### config.mk
export PLATFORM = sky130hd
export DESIGN_NAME = instr_encoder_flat
export DESIGN_NICKNAME = d
export VERILOG_FILES = /design/src/rtl/instr_encoder_if.sv /design/src/rtl/instr_encoder.sv /design/src/flat_wrapper.sv
export SDC_FILE = /design/constraint.sdc
export NUM_CORES = 1
export LEC_CHECK = 0
export ABC_CLOCK_PERIOD_IN_PS = 2450
export BUFFER_PORTS_ARGS = -buffer_cell sky130_fd_sc_hd__buf_2
export CORE_MARGIN = 4
export CORE_UTILIZATION = 47
export CTS_BUF_LIST = sky130_fd_sc_hd__clkbuf_16
export DETAILED_ROUTE_END_ITERATION = 12
export PLACE_DENSITY = 0.79
export REMOVE_ABC_BUFFERS = 1
export SKIP_CTS_REPAIR_TIMING = 1
export SLEW_MARGIN = 20
export SYNTH_ARGS = -nofsm -noshare
export SYNTH_HDL_FRONTEND = slang
export SYNTH_SLANG_ARGS = --single-unit
### constraint.sdc
create_clock -name clk -period 2.45 [get_ports clk]
set_clock_uncertainty 0.1 [all_clocks]
set_input_delay 0.1225 -clock clk [delete_from_list [all_inputs] [get_ports clk]]
set_output_delay 0.1225 -clock clk [all_outputs]
set_load 0.02 [all_outputs]
### src/rtl/instr_encoder_if.sv
// Encode-request channel for instr_encoder: valid/ready handshake plus
// the op select and operand fields. master drives requests, slave accepts.
interface instr_encoder_if;
    logic        in_valid;
    logic        in_ready;
    logic [3:0]  in_op;
    logic [4:0]  in_rs;
    logic [4:0]  in_rt;
    logic [4:0]  in_rd;
    logic [15:0] in_imm;
    logic [25:0] in_target;

    modport master (
        output in_valid,
        output in_op,
        output in_rs,
        output in_rt,
        output in_rd,
        output in_imm,
        output in_target,
        input  in_ready
    );

    modport slave (
        input  in_valid,
        input  in_op,
        input  in_rs,
        input  in_rt,
        input  in_rd,
        input  in_imm,
        input  in_target,
        output in_ready
    );
endinterface

### src/rtl/instr_encoder.sv
// instr_encoder: turns op/field requests into 32-bit instruction words and
// writes them to consecutive instruction-memory addresses from BASE_ADDR.
// Ports: clk, rst (sync, active-high), clear (sync restart), req (slave
// request channel), im_we/im_addr/im_wdata (registered write bus),
// count (words written), full (count==DEPTH), err (sticky illegal op).
module instr_encoder #(
    parameter logic [31:0] BASE_ADDR = 32'h0000_3000,
    parameter int          DEPTH     = 1024
) (
    input  logic                 clk,
    input  logic                 rst,
    input  logic                 clear,
    instr_encoder_if.slave       req,
    output logic                 im_we,
    output logic [31:0]          im_addr,
    output logic [31:0]          im_wdata,
    output logic [10:0]          count,
    output logic                 full,
    output logic                 err
);

    localparam logic [10:0] DEPTH_W = 11'(DEPTH);

    localparam logic [5:0] OP_ADDU  = 6'd0;
    localparam logic [5:0] F_ADDU   = 6'h21;
    localparam logic [5:0] F_SUBU   = 6'h23;
    localparam logic [5:0] F_SLT    = 6'h2A;
    localparam logic [5:0] F_JR     = 6'h08;
    localparam logic [5:0] OPC_ORI  = 6'h0D;
    localparam logic [5:0] OPC_LW   = 6'h23;
    localparam logic [5:0] OPC_SW   = 6'h2B;
    localparam logic [5:0] OPC_BEQ  = 6'h04;
    localparam logic [5:0] OPC_LUI  = 6'h0F;
    localparam logic [5:0] OPC_ADDI = 6'h08;
    localparam logic [5:0] OPC_ADDU = 6'h09;
    localparam logic [5:0] OPC_J    = 6'h02;
    localparam logic [5:0] OPC_JAL  = 6'h03;

    typedef enum logic {
        IDLE = 1'b0,
        WR   = 1'b1
    } state_t;

    state_t      state_q, state_d;
    logic        we_q, we_d;
    logic [31:0] addr_q, addr_d;
    logic [31:0] wdata_q, wdata_d;
    logic [10:0] count_q, count_d;
    logic        err_q, err_d;

    logic        full_w;
    logic        ready_w;
    logic        accept;
    logic        legal;
    logic [31:0] enc_word;
    logic [31:0] next_addr;

    assign full_w  = (count_q == DEPTH_W);
    assign ready_w = (state_q == IDLE) & ~full_w & ~clear & ~rst;
    assign accept  = req.in_valid & ready_w;

    assign next_addr = BASE_ADDR + {19'd0, count_q, 2'b00};

    // Field packing for the three word formats.
    always_comb begin
        enc_word = 32'd0;
        legal    = 1'b1;
        unique case (req.in_op)
            4'd0: enc_word = {OP_ADDU, req.in_rs, req.in_rt,
                              req.in_rd, 5'd0, F_ADDU};
            4'd1: enc_word = {OP_ADDU, req.in_rs, req.in_rt,
                              req.in_rd, 5'd0, F_SUBU};
            4'd2: enc_word = {OP_ADDU, req.in_rs, req.in_rt,
                              req.in_rd, 5'd0, F_SLT};
            4'd3: enc_word = {OP_ADDU, req.in_rs, 5'd0,
                              5'd0, 5'd0, F_JR};
            4'd4: enc_word = {OPC_ORI, req.in_rs, req.in_rt,
                              req.in_imm};
            4'd5: enc_word = {OPC_LW, req.in_rs, req.in_rt,
                              req.in_imm};
            4'd6: enc_word = {OPC_SW, req.in_rs, req.in_rt,
                              req.in_imm};
            4'd7: enc_word = {OPC_BEQ, req.in_rs, req.in_rt,
                              req.in_imm};
            4'd8: enc_word = {OPC_LUI, 5'd0, req.in_rt,
                              req.in_imm};
            4'd9: enc_word = {OPC_J, req.in_target};
            4'd10: enc_word = {OPC_ADDI, req.in_rs, req.in_rt,
                               req.in_imm};
            4'd11: enc_word = {OPC_ADDU, req.in_rs, req.in_rt,
                               req.in_imm};
            4'd12: enc_word = {OPC_JAL, req.in_target};
            default: legal = 1'b0;
        endcase
    end

    always_comb begin
        state_d = state_q;
        we_d    = 1'b0;
        addr_d  = addr_q;
        wdata_d = wdata_q;
        count_d = count_q;
        err_d   = err_q;
        unique case (state_q)
            IDLE: begin
                if (clear) begin
                    count_d = 11'd0;
                    err_d   = 1'b0;
                end else if (accept) begin
                    if (legal) begin
                        we_d    = 1'b1;
                        addr_d  = next_addr;
                        wdata_d = enc_word;
                        state_d = WR;
                    end else begin
                        err_d = 1'b1;
                    end
                end
            end
            WR: begin
                // The strobe already on the bus completes; clear only
                // discards the pending increment.
                state_d = IDLE;
                if (clear) begin
                    count_d = 11'd0;
                    err_d   = 1'b0;
                end else begin
                    count_d = count_q + 11'd1;
                end
            end
            default: state_d = IDLE;
        endcase
    end

    always_ff @(posedge clk) begin
        if (rst) begin
            state_q <= IDLE;
            we_q    <= 1'b0;
            addr_q  <= 32'd0;
            wdata_q <= 32'd0;
            count_q <= 11'd0;
            err_q   <= 1'b0;
        end else begin
            state_q <= state_d;
            we_q    <= we_d;
            addr_q  <= addr_d;
            wdata_q <= wdata_d;
            count_q <= count_d;
            err_q   <= err_d;
        end
    end

    assign req.in_ready = ready_w;
    assign im_we        = we_q;
    assign im_addr      = addr_q;
    assign im_wdata     = wdata_q;
    assign count        = count_q;
    assign full         = full_w;
    assign err          = err_q;

endmodule

### src/flat_wrapper.sv
// flat-port wrapper written by rule: the top's interface ports become plain ports
module instr_encoder_flat 
#(
    parameter logic [31:0] BASE_ADDR = 32'h0000_3000,
    parameter int          DEPTH     = 1024
)
  (clk, rst, clear, im_we, im_addr, im_wdata, count, full, err, req_in_valid, req_in_op, req_in_rs, req_in_rt, req_in_rd, req_in_imm, req_in_target, req_in_ready);
  instr_encoder_if req_i ();
  input  logic clk;
  input  logic rst;
  input  logic clear;
  output logic im_we;
  output logic [31:0] im_addr;
  output logic [31:0] im_wdata;
  output logic [10:0] count;
  output logic full;
  output logic err;
  input wire logic [$bits(req_i.in_valid)-1:0] req_in_valid;
  input wire logic [$bits(req_i.in_op)-1:0] req_in_op;
  input wire logic [$bits(req_i.in_rs)-1:0] req_in_rs;
  input wire logic [$bits(req_i.in_rt)-1:0] req_in_rt;
  input wire logic [$bits(req_i.in_rd)-1:0] req_in_rd;
  input wire logic [$bits(req_i.in_imm)-1:0] req_in_imm;
  input wire logic [$bits(req_i.in_target)-1:0] req_in_target;
  output wire logic [$bits(req_i.in_ready)-1:0] req_in_ready;
  assign req_i.in_valid = req_in_valid;
  assign req_i.in_op = req_in_op;
  assign req_i.in_rs = req_in_rs;
  assign req_i.in_rt = req_in_rt;
  assign req_i.in_rd = req_in_rd;
  assign req_i.in_imm = req_in_imm;
  assign req_i.in_target = req_in_target;
  assign req_in_ready = req_i.in_ready;
  instr_encoder #(.BASE_ADDR(BASE_ADDR), .DEPTH(DEPTH)) u_core (.clk(clk), .rst(rst), .clear(clear), .req(req_i), .im_we(im_we), .im_addr(im_addr), .im_wdata(im_wdata), .count(count), .full(full), .err(err));
endmodule
# Word level (Yosys, flattened, before mapping)
# Cells that the tools add are included.
# Widths: inputs -> output; s select.
# totals
regBits	78
in_bits	65
out_inout_bits	79
# op_classes
n_addsub	2
eq_ne	17
muxes	14
n_bitwise	8
reduce_logical	5
# ops
operator	n
$pmux 32 s13	1
$mux 11	2
$pmux 11 s2	1
$eq 4x4->1 const B	5
$eq 4x3->1 const B	4
$add 14x13->15 const A	1
$reduce_or 13->1	1
$add 11x1->11 const B	1
$eq 11x11->1 const B	1
$eq 4x2->1 const B	2
$mux 1	8
$and 1x1->1	4
$eq 4x1->1 const B	1
$logic_not 4->1	1
$ne 2x2->1 const B	2
$not 1->1	4
$pmux 1 s2	2
$reduce_and 4->1	1
$ne 3x2->1 const B	1
$ne 3x3->1 const B	1
$reduce_and 3->1	1
$reduce_or 2->1	1

# Depth between registers and ports, before layout
# logic_depth
word_depth	9
ltp_mapped	9

# Worst setup path before layout
# OpenSTA, ideal clock, no wires.
# synth_timing
kind	flip-flop to output port
startpoint	reg u_core.count_q[0] (netlist: u_core.count[0])
endpoint	out req_in_ready
arrival_ns	1.640
setup_slack_ns	0.587
stages_incl_launch_ff	8
n_path_buf	1
path_cell_list	dfxtp_1 > inv_1 > ha_1 > nor2b_1 > nand4_2 > inv_2 > buf_2 > nor3_1
# synth_via
elab_chain_cells	5
# synth_lines
item	line	source
from (decl)	instr_encoder.sv:48	logic [10:0] count_q, count_d;
from (signal assigned)	instr_encoder.sv:148	count_q <= count_d;
$eq 11x11->1	instr_encoder.sv:58	assign full_w = (count_q == DEPTH_W);
via full	flat_wrapper.sv:16	output logic full;
$not 1->1	instr_encoder.sv:59	assign ready_w = (state_q == IDLE) & ~full_w & ~clear & ~rst;
$and 1x1->1 (3 in a row)	instr_encoder.sv:59	
to (decl)	flat_wrapper.sv:25	output wire logic [$bits(req_i.in_ready)-1:0] req_in_ready;
# The timed path passes the listed nets, and every way through them passes these cells.

# Worst setup path in the final report
# layout_timing
startpoint	reg u_core.count_q[1] (netlist: u_core.count[1])
endpoint	out req_in_ready
# layout_via
elab_chain_cells	5
# layout_lines
item	line
$eq 11x11->1	instr_encoder.sv:58
$not 1->1	instr_encoder.sv:59
$and 1x1->1 (3 in a row)	instr_encoder.sv:59
# Every way passes these cells.

==> summary.txt <==
Top Ports = 144
Remaining routing DRC violations = 0
Crit start category = flip-flop
Cell area after synthesis = 3320 sq um
Relative slew margins = 53.9%
FMAX = 0.492 GHz
Clock Latency Late Sink = 290 ps
Sequential Power Share = 44.7%
First-pass GRT wire length = 14.5 mm
Worst-path clk slew = 70 ps
Post-Synthesis Cells = 403
CTS sink cnt = 56
Filler Cells Inserted = 648
Vias in the first global route = 3083
P per Cell Area = 540 nW/um^2
Slew @ Worst Pin = 690 ps
Final hold vios = 0
Max incr delay on CP = 450 ps
N_diodes = 0
Synth Area per Inst = 8.23 sq um
Outcome = finished, final reports clean
Inserted Clock Buffers = 5
Max-cap violations = 0
Initial core utilization = 48.6%
Total grt overflow = 0
Min Clock Period, post-route = 2030 ps
Slowest stage cell on the critical path = dfxtp_1
FP Rows = 30
RSZ-0062 raised after global routing = no
Number of synthesized register bits = 56
Most common cell after layout, fill and taps aside = buf_2
Buffers on Ports = 123
Worst-path fanout max = 21
NetSw = 568 uW
Post-route cell area = 3950 sq um
All-Layer GR Usage = 20.9%
CTS tree = done
Largest net degree at the start of global routing = 42
Routed Antenna Nets = 0
Final-report setup violation count = 0
Area grow syn2layout = 18.9%
GP Congestion = 0.849
Via count = 3297
Max VDD drop = 0.000300 V
Top_reg_cell synth = dfxtp_1
Htree depth = 2
CP arrival = 1810 ps
CP Cell Sequence = inv_1, ha_1, nor2b_1, nand4_2, inv_2, nor3_1, buf_2
Maximum clock path buffer count = 2
Via-to-Cell Ratio = 5.59
DR iter-0 viols = 184
Fin crit share = 82.9%
Top delay family on crit path = flip-flops
EDFF count, synth = 0
Most frequent cells in the layout = 123 x buf_2, 62 x a21oi_1, 56 x dfxtp_1
Synth warn = 0
Worst Path Required = 2230 ps
Register area share after synthesis = 33.8%
Pint = 1.56 mW
Critical path class = flip-flop to primary output
WL final = 9.12 mm
Worst hold path class = input pin to flip-flop
Clk pwr share = 37.2%
Bufs and invs on worst path = 3
Die area = 8470 sq um
Async set-reset flop share out of synthesis = 0%
Placed cell areas = 3780 sq um
Post-DP HPWL = 6.39 mm
DR WL/cell = 15.5 um
CORE AREA = 6830 sq um
Crit. End Element = primary output
DRT Pass-1 Iters = 5
DIE HEIGHT = 92.0 um
Share of cells above drive strength 1 = 33.4%
Nets = 560
Die Width = 92.0 um
Initial antenna violation count = 1
Finished Layout Cells = 590
Leakage power = 1.65 nW
Sw Share = 26.7%
Unique cell type count in the Yosys netlist = 50
Root buf cell = clkbuf_16
Count of pins over their slew limit = 0
Combinational power share = 18.1%
Dpl cells = 582
power groups by stage:
stage,registers (mW),logic (mW),clock network [mW]
4_1_cts,0.952,0.384,0.810
3_3_place_gp,0.972,0.374,0
6_report,0.952,0.385,0.793
2_1_floorplan,1.01,0.181,0
3_5_place_dp,0.972,0.382,0
5_1_grt,0.955,0.422,0.844
tightest hold or removal path: cells and delay by family:
family                 cells  cell delay [ps]
AND/OR/NAND/NOR            1               50
AO/OA/AOI/OAI              1               80
buffers and inverters      1              100
flip-flops by register name, summed over array words and instances (netlist names):
name             count
u_core.err           1
u_core.im_wdata     31
u_core.im_addr      12
u_core.state_q       1
u_core.count        11
cells by family after synthesis:
logic type,count (synthesis),share of synthesized area (%)
compound gates,145,29.1
other cells,1,0.113
simple gates,100,16.9
fa+ha+maj,2,0.754
mux,6,2.00
flops,56,33.8
buf+inv,80,13.9
xor+xnor,13,3.43
synth_stat cells, types with 4 or more instances:
cell,instances,area [sq um]
a21oi_1,62,310
dfxtp_1,56,1120
buf_4,34,255
nand3_1,19,95.1
nor2_1,18,67.6
o21ai_0,18,90.1
clkbuf_1,17,63.8
buf_2,15,75.1
a22oi_1,13,97.6
nand2b_1,12,75.1
nor2b_1,12,75.1
a211oi_1,10,75.1
inv_1,10,37.5
a211oi_2,9,113
a311oi_1,8,70.1
xnor2_1,8,70.1
nand2_1,7,26.3
nor3_1,7,35.0
or2_2,6,37.5
a222oi_1,5,50.1
mux2_2,5,56.3
nand4b_1,5,43.8
xor2_1,5,43.8
nand4_1,4,25.0
through the flow:
stage / hold WS [ps] / power [mW] / setup slack [ps] / util (%) / TNS (ps)
detailed placement: 315 / 1.35 / 442 / 55.4 / 0
finish: 8.69 / 2.13 / 419 / 57.8 / 0
global route: 33.6 / 2.22 / 263 / 57.8 / 0
floorplan: 87.1 / 1.19 / -905 / - / -25170
global placement: 307 / 1.35 / 531 / 55.4 / 0
CTS: 3.45 / 2.15 / 425 / 57.8 / 0
cell type report:
cell class              count  area, sq um  area share (%)
clock buffers               5          125            3.17
clock inverters             3         38.8           0.983
inverters                  11         41.3            1.05
multi-input cells         286         1810            45.8
flip-flops and latches     56         1120            28.4
well taps                  96          120            3.04
repair buffers            133          691            17.5
metal layers:
layer  share of wire, %  up-vias  track usage (%)
li1                   -     1591                -
met1                 40     1526             25.5
met2                 48      167             35.7
met3                 11       11             6.32
met4                1.1        2             5.45
met5              0.077        -                0
worst paths after layout:
check | start | end | slack [ps] | depth (start not counted)
worst max register to register | u_core.count[1] | u_core.im_wdata[18] | 440 | 8
worst max-delay path | u_core.count[1] | req_in_ready | 420 | 7
worst min-delay path | req_in_imm[0] | u_core.im_wdata[0] | 9 | 3
worst min register to register | u_core.im_wdata[31] | u_core.im_wdata[31] | 380 | 2
Power figures use the tool's default switching activity.
